--- src/rtl/prod_track_pkg.sv ---
// rtl/prod_track_pkg.sv - shared constants and types for the product-track reader
package prod_track_pkg;

    localparam int WORD_BITS_C  = 29;
    localparam int TRACK_BITS_C = 2 * WORD_BITS_C;

    typedef enum logic [1:0] {SEL_ID, SEL_MQ, SEL_PN, SEL_BAD} track_sel_e;

    typedef enum logic [1:0] {RDR_IDLE, RDR_ARM, RDR_SHIFT, RDR_HOLD} rdr_state_e;

endpackage

--- src/rtl/track_deser.sv ---
// rtl/track_deser.sv - serial-in/parallel-out capture register with bit counter and done flag
module track_deser
    import prod_track_pkg::*;
#(
    parameter int BITS = TRACK_BITS_C
) (
    input  logic            clk,
    input  logic            rst_n,
    input  logic            clr_i,
    input  logic            en_i,
    input  logic            bit_i,
    output logic [BITS-1:0] data_o,
    output logic            done_o
);

    localparam int CNT_W = $clog2(BITS);

    logic [BITS-1:0]  sr_q;
    logic [CNT_W-1:0] cnt_q;

    // data_o already carries the bit being sampled this clock, so the final
    // image is available on the same edge that samples the last bit.
    always_comb begin
        data_o        = sr_q;
        data_o[cnt_q] = bit_i;
    end

    assign done_o = en_i && (cnt_q == CNT_W'(BITS - 1));

    always_ff @(posedge clk or negedge rst_n) begin
        if (!rst_n) begin
            sr_q  <= '0;
            cnt_q <= '0;
        end else if (clr_i) begin
            sr_q  <= '0;
            cnt_q <= '0;
        end else if (en_i) begin
            sr_q  <= data_o;
            cnt_q <= cnt_q + 1'b1;
        end
    end

endmodule

--- src/rtl/prod_track_reader.sv ---
// rtl/prod_track_reader.sv - snooping read-out port for the ID/MQ/PN product tracks
// Optional two's-complement view enabled by PROD_TRACK_READER_TWOS_EN.
module prod_track_reader
    import prod_track_pkg::*;
#(
    parameter int TRACK_BITS   = TRACK_BITS_C,
    parameter int SYNC_TIMEOUT = 128
) (
    input  logic                  CLOCK,
    input  logic                  rst_n,
    input  logic                  T0,
    input  logic                  CE,
    input  logic                  PI,
    input  logic                  PR,
    input  logic                  PP,
    input  logic                  req_valid,
    input  logic [1:0]            req_sel,
    output logic                  req_ready,
    output logic                  rsp_valid,
    output logic [TRACK_BITS-1:0] rsp_data,
    output logic                  rsp_err,
    input  logic                  rsp_ready,
    output logic [TRACK_BITS-1:0] rsp_twos
);

    localparam int TMO_W = $clog2(SYNC_TIMEOUT);

    rdr_state_e            state_q, state_d;
    track_sel_e            sel_q, sel_d;
    logic [TMO_W-1:0]      tmo_q, tmo_d;
    logic                  rsp_err_q, rsp_err_d;
    logic [TRACK_BITS-1:0] rsp_data_q, rsp_data_d;
    logic                  track_bit, des_en, des_clr, des_done;
    logic [TRACK_BITS-1:0] des_data;

    always_comb begin
        unique case (sel_q)
            SEL_ID:  track_bit = PI;
            SEL_MQ:  track_bit = PR;
            SEL_PN:  track_bit = PP;
            default: track_bit = 1'b0;
        endcase
    end

    always_comb begin
        state_d    = state_q;
        sel_d      = sel_q;
        tmo_d      = tmo_q;
        rsp_err_d  = rsp_err_q;
        rsp_data_d = rsp_data_q;
        des_en     = 1'b0;
        unique case (state_q)
            RDR_IDLE: begin
                if (req_valid) begin
                    if (track_sel_e'(req_sel) == SEL_BAD) begin
                        state_d    = RDR_HOLD;
                        rsp_err_d  = 1'b1;
                        rsp_data_d = '0;
                    end else begin
                        sel_d   = track_sel_e'(req_sel);
                        state_d = RDR_ARM;
                    end
                end
            end
            RDR_ARM: begin
                if (T0 && CE) begin
                    des_en  = 1'b1;
                    state_d = RDR_SHIFT;
                end else if (tmo_q == TMO_W'(SYNC_TIMEOUT - 1)) begin
                    state_d    = RDR_HOLD;
                    rsp_err_d  = 1'b1;
                    rsp_data_d = '0;
                end else begin
                    tmo_d = tmo_q + 1'b1;
                end
            end
            RDR_SHIFT: begin
                des_en = 1'b1;
                if (des_done) begin
                    state_d    = RDR_HOLD;
                    rsp_err_d  = 1'b0;
                    rsp_data_d = des_data;
                end
            end
            RDR_HOLD: begin
                if (rsp_ready) state_d = RDR_IDLE;
            end
            default: state_d = RDR_IDLE;
        endcase
        if (state_d != state_q) tmo_d = '0;
    end

    // ARM->SHIFT keeps the counter at 1 from the first sample; every other entry clears it.
    assign des_clr = (state_d != state_q) && (state_d != RDR_SHIFT);

    track_deser #(
        .BITS (TRACK_BITS)
    ) u_deser (
        .clk    (CLOCK),
        .rst_n  (rst_n),
        .clr_i  (des_clr),
        .en_i   (des_en),
        .bit_i  (track_bit),
        .data_o (des_data),
        .done_o (des_done)
    );

    always_ff @(posedge CLOCK or negedge rst_n) begin
        if (!rst_n) begin
            state_q    <= RDR_IDLE;
            sel_q      <= SEL_ID;
            tmo_q      <= '0;
            rsp_err_q  <= 1'b0;
            rsp_data_q <= '0;
        end else begin
            state_q    <= state_d;
            sel_q      <= sel_d;
            tmo_q      <= tmo_d;
            rsp_err_q  <= rsp_err_d;
            rsp_data_q <= rsp_data_d;
        end
    end

    assign req_ready = (state_q == RDR_IDLE);
    assign rsp_valid = (state_q == RDR_HOLD);
    assign rsp_err   = rsp_err_q;
    assign rsp_data  = rsp_data_q;

`ifdef PROD_TRACK_READER_TWOS_EN
    logic [TRACK_BITS-1:0] twos_q, twos_d, mag;

    // Image is sign-magnitude with the sign in the first (LSB) bit.
    always_comb begin
        mag    = {1'b0, des_data[TRACK_BITS-1:1]};
        twos_d = twos_q;
        if (state_q != RDR_HOLD && state_d == RDR_HOLD)
            twos_d = rsp_err_d ? '0 : (des_data[0] ? (-mag) : mag);
    end

    always_ff @(posedge CLOCK or negedge rst_n) begin
        if (!rst_n) twos_q <= '0;
        else        twos_q <= twos_d;
    end

    assign rsp_twos = twos_q;
`else
    assign rsp_twos = '0;
`endif

endmodule

--- config.mk ---
export PLATFORM = sky130hd
export DESIGN_NAME = prod_track_reader
export DESIGN_NICKNAME = d
export VERILOG_FILES = /design/src/rtl/prod_track_pkg.sv /design/src/rtl/track_deser.sv /design/src/rtl/prod_track_reader.sv
export SDC_FILE = /design/constraint.sdc
export NUM_CORES = 1
export LEC_CHECK = 0
export ABC_AREA = 0
export BUFFER_PORTS_ARGS = -buffer_cell sky130_fd_sc_hd__buf_2
export CORE_ASPECT_RATIO = 1.2
export CORE_MARGIN = 8
export CORE_UTILIZATION = 55
export CTS_CLUSTER_DIAMETER = 150
export CTS_CLUSTER_SIZE = 14
export DETAILED_ROUTE_END_ITERATION = 10
export GPL_ROUTABILITY_DRIVEN = 0
export PLACE_DENSITY_LB_ADDON = 0.2
export SYNTH_ARGS = -nofsm -noshare
export SYNTH_HDL_FRONTEND = slang
export SYNTH_SLANG_ARGS = --single-unit
--- constraint.sdc ---
create_clock -name CLOCK -period 5.11 [get_ports CLOCK]
set_input_delay 0 -clock CLOCK [delete_from_list [all_inputs] [get_ports CLOCK]]
set_output_delay 0 -clock CLOCK [all_outputs]
set_load 0.005 [all_outputs]
==> reports/qor.txt, run 1 <==
Synth Register Bits = 134
Layout cell share with drive strength beyond 1 = 21.0%
Vias in the first global route = 5523
Wl on met1 = 7.61 mm
Cell variety after synth = 50
Max Cap Viol = 0
Placed instance count = 888
Max Fanout on Critical Path = 30
GRT overflow = 0
Period utilisation layout = 59.8%
Worst skew pair latency = 0.42 ns
Sequential cell area = 0.00335 mm²
Synth Cell Area = 0.00733 mm²
Hold Path Origin = CE
DR DRC count = 0
Setup WS pre-CTS = 2.10 ns
Post-synth top flop = dfrtp_1
Nets = 762
Clk slew on worst S/H paths = 0.06 ns
Pwr dens = 307 mW/mm²
Final Util = 62.1%
Row cnt = 46
Post-layout power = 2.50 mW
Final min period = 3.06 ns
Multi-input gate area = 0.00345 mm²
Max-slew violations = 0
Status = complete, no violations
1st-iter DRT viols = 522
Initial antenna violation count = 0
All-Layer GR Usage = 21.4%
Post-CTS sizing = 0
Vert. Die Dim = 142 µm
Fmax = 327 MHz
Setup-failing EPs final = 0
Top post-synthesis cells by area = dfrtp_1 46%, mux2i_1 10%, buf_4 6.5%
Final-report hold violation count = 0
Setup_tns = 0 ns
Syn_area_per_cell = 10.6 µm²
Worst IR Drop VDD = 0.206 mV
Length of routed met3 wiring = 1.19 mm
Post-synthesis async set-or-reset flop share = 100%
Final Cell Area = 0.00814 mm²
Area delta synth->final = 11.2%
Detailed Place HPWL = 11.4 mm
Filler cells = 1110
WL/cell = 19.4 µm
Die X = 121 µm
Hold/Removal Path Class = in -> reg
Clk_skew = 0.00717 ns
FF-to-FF Start = state_q[0]$_DFF_PN0_
CTS Root Cell = clkbuf_16
Ports = 130
Commonest cells post-synth = 134 x dfrtp_1, 74 x mux2i_1, 63 x buf_4
Starting Density = 55.8%
CP endpoint kind = flip-flop
CTS max path bufs = 2
Met2 routed WL = 8.67 mm
Fin Hold WS = 0.0854 ns
Cells along the critical path = inv_1 -> ha_1 -> a31oi_1 -> nor2_4 -> nand2_1 -> a21o_2 -> buf_4 -> o2bb2ai_1
CP required = 5.45 ns
Vias/cell = 5.94
Nature of the critical path startpoint = flip-flop
Sequential element share of the synthesized area = 45.8%
Port Buffer Count = 71
Cell count after synthesis = 693
Count leader, synth = dfrtp_1
Post-route ant nets = 0
Crit path buf inv count = 2
CTS buffer count = 17
WP data arrival = 3.39 ns
Final WL = 18.0 mm
Clock Sinks = 134
Largest net degree at the start of global routing = 85
Die footprint = 0.0173 mm²
Crit path launch = state_q[0]$_DFF_PN0_
Max incr delay on CP = 0.52 ns
Slowest CP cell = a21o_2
Final worst setup slack = 2.05 ns
YS warnings = 0
Post-synth EDFFs = 0
CTS tree = built
Drt first pass iters = 5
CTS H-tree depth = 4
Setup CP Type = reg -> reg
Placed cell area = 0.00752 mm²
LEAKAGE = 3.68 nW
Top Layer Used = met4
Area leader, netlist = dfrtp_1
Slew headroom = 23.1%
Core Area = 0.0131 mm²
Antenna diodes = 0
Proportion of netlist area held by the largest area contributor = 45.8%
Number of setup buffers added after CTS = 0
Critical path's top delay family = compound AO/OA/AOI/OAI gates
Routed vias = 5491
Finished Layout Cells = 925
Worst-margin pin slew = 1.15 ns
First-pass GRT wire length = 29.4 mm
RSZ-0062 raised after global routing = no
[layout make-up]
cell class,count,area share (%)
multi-input cells,491,42.4
well taps,168,2.58
inverters,8,0.369
clock buffers,24,6.16
flip-flops and latches,134,41.2
repair buffers,92,6.48
clock inverters,8,0.876
[cell usage in the layout (no fill, tap or decap), types with 2 or more instances in the layout]
cell	n
clkbuf_1	2
and3b_1	2
buf_4	17
o21ai_1	2
nand3_1	21
inv_1	8
clkbuf_16	17
a31oi_1	2
buf_2	70
nor3_1	13
a21o_1	2
a21oi_1	50
nor3b_1	5
clkbuf_8	5
nor2_1	56
dfrtp_1	134
o2bb2ai_1	39
nor2b_1	3
nand3_2	2
a31o_2	2
nor3_2	2
and2_1	4
xnor2_1	6
nand3b_1	5
o21ai_0	5
clkinv_2	5
conb_1	58
a311oi_2	6
dlygate4sd3_1	5
ha_1	7
a311oi_1	35
or3_1	3
o2bb2ai_2	20
xor2_1	4
mux2i_1	74
a211oi_1	2
nand2_1	42
[tightest hold or removal path: stages]
cell,delay [ns]
buf_2,0.11
a21boi_1,0.13
a21oi_1,0.16
nor3_1,0.06
[cell families after synthesis]
logic type | share of synthesized area (%)
AO/OA/AOI/OAI | 20.0
XOR/XNOR | 1.20
adder cells (fa/ha/maj) | 1.20
buffers and inverters | 10.5
flip-flops | 45.8
multiplexers | 10.1
other | 0.0512
AND/OR/NAND/NOR | 11.2
[sequential cells by signal, summed over array words and instances (netlist names)]
signal,count
state_q,2
tmo_q,7
u_deser.sr_q,58
u_deser.cnt_q,6
rsp_err,1
rsp_data,58
sel_q,2
[final timing paths]
| check | endpoint | slack, ns | cells after the start |
|---|---|---|---|
| max in group asynchronous | u_deser.sr_q[22]$_DFFE_PN0P_ | 3.52 | 3 |
| max | rsp_data[51]$_DFFE_PN0P_ | 2.05 | 8 |
| min | tmo_q[6]$_DFFE_PN0P_ | 0.09 | 4 |
| max reg2reg | rsp_data[51]$_DFFE_PN0P_ | 2.05 | 8 |
| min reg2reg | rsp_data[19]$_DFFE_PN0P_ | 0.48 | 1 |
| min in group asynchronous | sel_q[0]$_DFFE_PN0P_ | 0.30 | 2 |
[power breakdown]
part	leakage, nW	internal, mW	switching, mW
Sequential	1.68	1.11	0.0293
Clock	0.286	0.730	0.453
Combinational	1.71	0.0678	0.113
[timing repair]
action	CTS	global route
endpoints found under the setup margin	0	0
hold buffers	5	0
hold endpoints to repair	86	0
[routing by layer]
metal / track usage [%] / vias up
met3: 4.49 / 44
met5: 0 / -
li1: - / 2504
met2: 33.9 / 223
met1: 27.4 / 2720
met4: 9.69 / 0
Power figures use the tool's default switching activity.
==> run 2, diff against run 1 <==
CORE_UTILIZATION = 51   (was 55)
clock period = 2.7 ns   (was 5.11 ns; I/O delays follow)
==> run 2 against run 1 <==
Against the previous run: clock skew increased by 0.0015 ns; clock-buffer cell count decreased by 6; critical path depth increased by 1; clock power increased by 91%; combinational power increased by 92%; cell count increased by 2.3%; wire length decreased by 0.71%; sequential cell count unchanged; fmax increased by 19%; power increased by 90%; critical endpoint is now u_deser.sr_q[26]$_DFFE_PN0P_.
==> reports/qor.txt, run 2 (synthesis gave the netlist of run 1 again) <==
Period utilisation layout = 95.1% (+35 points)
1st-iter DRT viols = 441 (-16%)
Final worst setup slack = 0.133 ns (-1.92 ns)
Worst IR Drop VDD = 0.378 mV (+84%)
Area delta synth->final = 13.8%
Row cnt = 48 (+4.3%)
Worst skew pair latency = 0.42 ns (about the same)
Hold Path Origin = T0
Setup-failing EPs final = 0 (unchanged)
Pwr dens = 569 mW/mm² (+85%)
CP endpoint kind = flip-flop
RR Endpoint = u_deser.sr_q[26]$_DFFE_PN0P_
CTS buffer count = 17 (unchanged)
Antenna diodes = 0 (unchanged)
Fmax = 390 MHz (+19%)
FF-to-FF Start = state_q[0]$_DFF_PN0_
Vert. Die Dim = 147 µm (+3.4%)
Worst-margin pin slew = 0.678 ns (-0.467 ns)
Ports = 130 (unchanged)
CTS max path bufs = 2 (unchanged)
Status = complete, no violations
Nature of the critical path startpoint = flip-flop
CP required = 3.00 ns (-2.45 ns)
All-Layer GR Usage = 19.7% (-1.6 points)
Largest net degree at the start of global routing = 76 (-11%)
Die footprint = 0.0185 mm² (+6.9%)
Post-route ant nets = 0 (unchanged)
Hold endpoint = tmo_q[6]$_DFFE_PN0P_
Clock Sinks = 134 (unchanged)
Layout cell share with drive strength beyond 1 = 23.0% (+2.0 points)
Max incr delay on CP = 0.44 ns (-0.08 ns)
Final-report hold violation count = 0 (unchanged)
Final WL = 17.8 mm (-0.71%)
Hold path depth = 4 (unchanged)
Vias in the first global route = 5552 (+0.53%)
Clk_skew = 0.00864 ns (+0.00147 ns)
Nets = 778 (+2.1%)
Multi-input gate area = 0.00346 mm² (+0.18%)
Filler cells = 1214 (+9.4%)
Setup CP Type = reg -> reg
CTS tree = built
Register-to-Register Path Depth = 9 (+1)
Final min period = 2.57 ns (-0.490 ns)
Reg2reg setup slack = 0.13 ns (-1.92 ns)
Sequential cell area = 0.00335 mm² (about the same)
Slew headroom = 54.5% (+31 points)
Detailed Place HPWL = 11.8 mm (+2.9%)
Hold/Removal Path Class = in -> reg
Core Area = 0.0142 mm² (+8.5%)
Drt first pass iters = 7 (+2)
Port Buffer Count = 71 (unchanged)
WP data arrival = 2.87 ns (-0.52 ns)
Critical path's top delay family = compound AO/OA/AOI/OAI gates
First-pass GRT wire length = 29.4 mm (+0.16%)
Max Cap Viol = 0 (unchanged)
Max-slew violations = 0 (unchanged)
CTS Root Cell = clkbuf_16
Commonest non-fill, non-tap cells in the layout = 133 x dfrtp_1, 74 x mux2i_1, 70 x buf_2, 58 x conb_1, 56 x nor2_1
Routed vias = 5413 (-1.4%)
Starting Density = 51.5% (-4.4 points)
GRT overflow = 0 (unchanged)
LEAKAGE = 3.75 nW (+2.0%)
Clk slew on worst S/H paths = 0.06 ns (about the same)
WL/cell = 18.9 µm (-2.9%)
DR DRC count = 0 (unchanged)
Slowest CP cell = dfrtp_2
Vias/cell = 5.72 (-3.6%)
Crit path buf inv count = 3 (+1)
Cells along the critical path = inv_1 -> ha_1 -> a2111oi_2 -> o21ai_1 -> a41oi_2 -> o21ai_4 -> buf_12 -> buf_12 -> a311oi_1
Setup WS pre-CTS = -0.0145 ns (-2.11 ns)
Initial antenna violation count = 0 (unchanged)
Max Fanout on Critical Path = 29 (-3.3%)
CTS H-tree depth = 4 (unchanged)
Most frequent CP cell = buf_12
Die X = 125 µm (+3.3%)
Commonest non-fill, non-tap cell in the layout = dfrtp_1
Setup_tns = 0 ns (unchanged)
[run 2: area by class of cell]
cell class / count / area share, %
Multi-Input combinational cell: 491 / 41.4
Sequential cell: 134 / 40.2
Timing Repair Buffer: 108 / 8.52
Clock buffer: 18 / 5.27
Tap cell: 175 / 2.63
Clock inverter: 12 / 1.58
Inverter: 8 / 0.360
[run 2: worst register-to-register path, stage by stage (launching register included)]
cell and delay (ns):
dfrtp_2 0.44, inv_1 0.12, ha_1 0.34, a2111oi_2 0.39, o21ai_1 0.19, a41oi_2 0.30
o21ai_4 0.10, buf_12 0.16, buf_12 0.16, a311oi_1 0.26
[run 2: how the worst max path moves through the flow]
stage                               from                           end  slack [ns]  depth (start not counted)
global placement    state_q[0]$_DFF_PN0_          tmo_q[5]$_DFFE_PN0P_        0.34                          7
floorplan           state_q[0]$_DFF_PN0_      rsp_data[30]$_DFFE_PN0P_        0.52                         10
detailed placement  state_q[0]$_DFF_PN0_          tmo_q[2]$_DFFE_PN0P_       -0.01                          7
CTS                 state_q[0]$_DFF_PN0_  u_deser.sr_q[26]$_DFFE_PN0P_        0.08                          8
finish              state_q[0]$_DFF_PN0_  u_deser.sr_q[26]$_DFFE_PN0P_        0.13                          9
global route        state_q[0]$_DFF_PN0_  u_deser.sr_q[26]$_DFFE_PN0P_      -0.002                          9
[run 2: routing by layer]
metal	share of wire (%)	vias to the layer above	global-route usage, %
met5	0	-	0
met4	1.5	0	6.89
met3	4.9	21	5.62
met2	51	154	32.9
met1	43	2699	24.0
li1	-	2539	-
[run 2: where the power goes]
part | internal, mW | leakage [nW] | switching (mW)
combinational | 0.135 | 1.80 | 0.213
sequential | 2.10 | 1.68 | 0.0530
clock | 1.37 | 0.270 | 0.875
[run 2: timing repair]
| action | 4_1_cts | 5_1_grt |
|---|---|---|
| gates resized for setup | 2 | 1 |
| hold buffers | 5 | 0 |
| pin swaps | 0 | 1 |
| buffers inserted | 0 | 2 |
| hold endpoints to repair | 48 | 0 |
| setup endpoints to repair | 2 | 24 |
[run 2: through the flow]
stage / instance area (µm²) / total power [mW] / instances / util [%] / hold WS, ns
final: 8340 / 4.75 / 946 / 58.6 / 0.0637
after global routing: 8340 / 4.93 / 946 / 58.6 / 0.0876
after CTS: 8310 / 4.79 / 944 / 58.4 / 0.0343
after detailed placement: 7680 / 2.53 / 909 / 54.0 / 0.0700
after global placement: 7680 / 2.52 / 909 / 54.0 / 0.0567
after floorplan: 7540 / 2.45 / 750 / - / -0.296
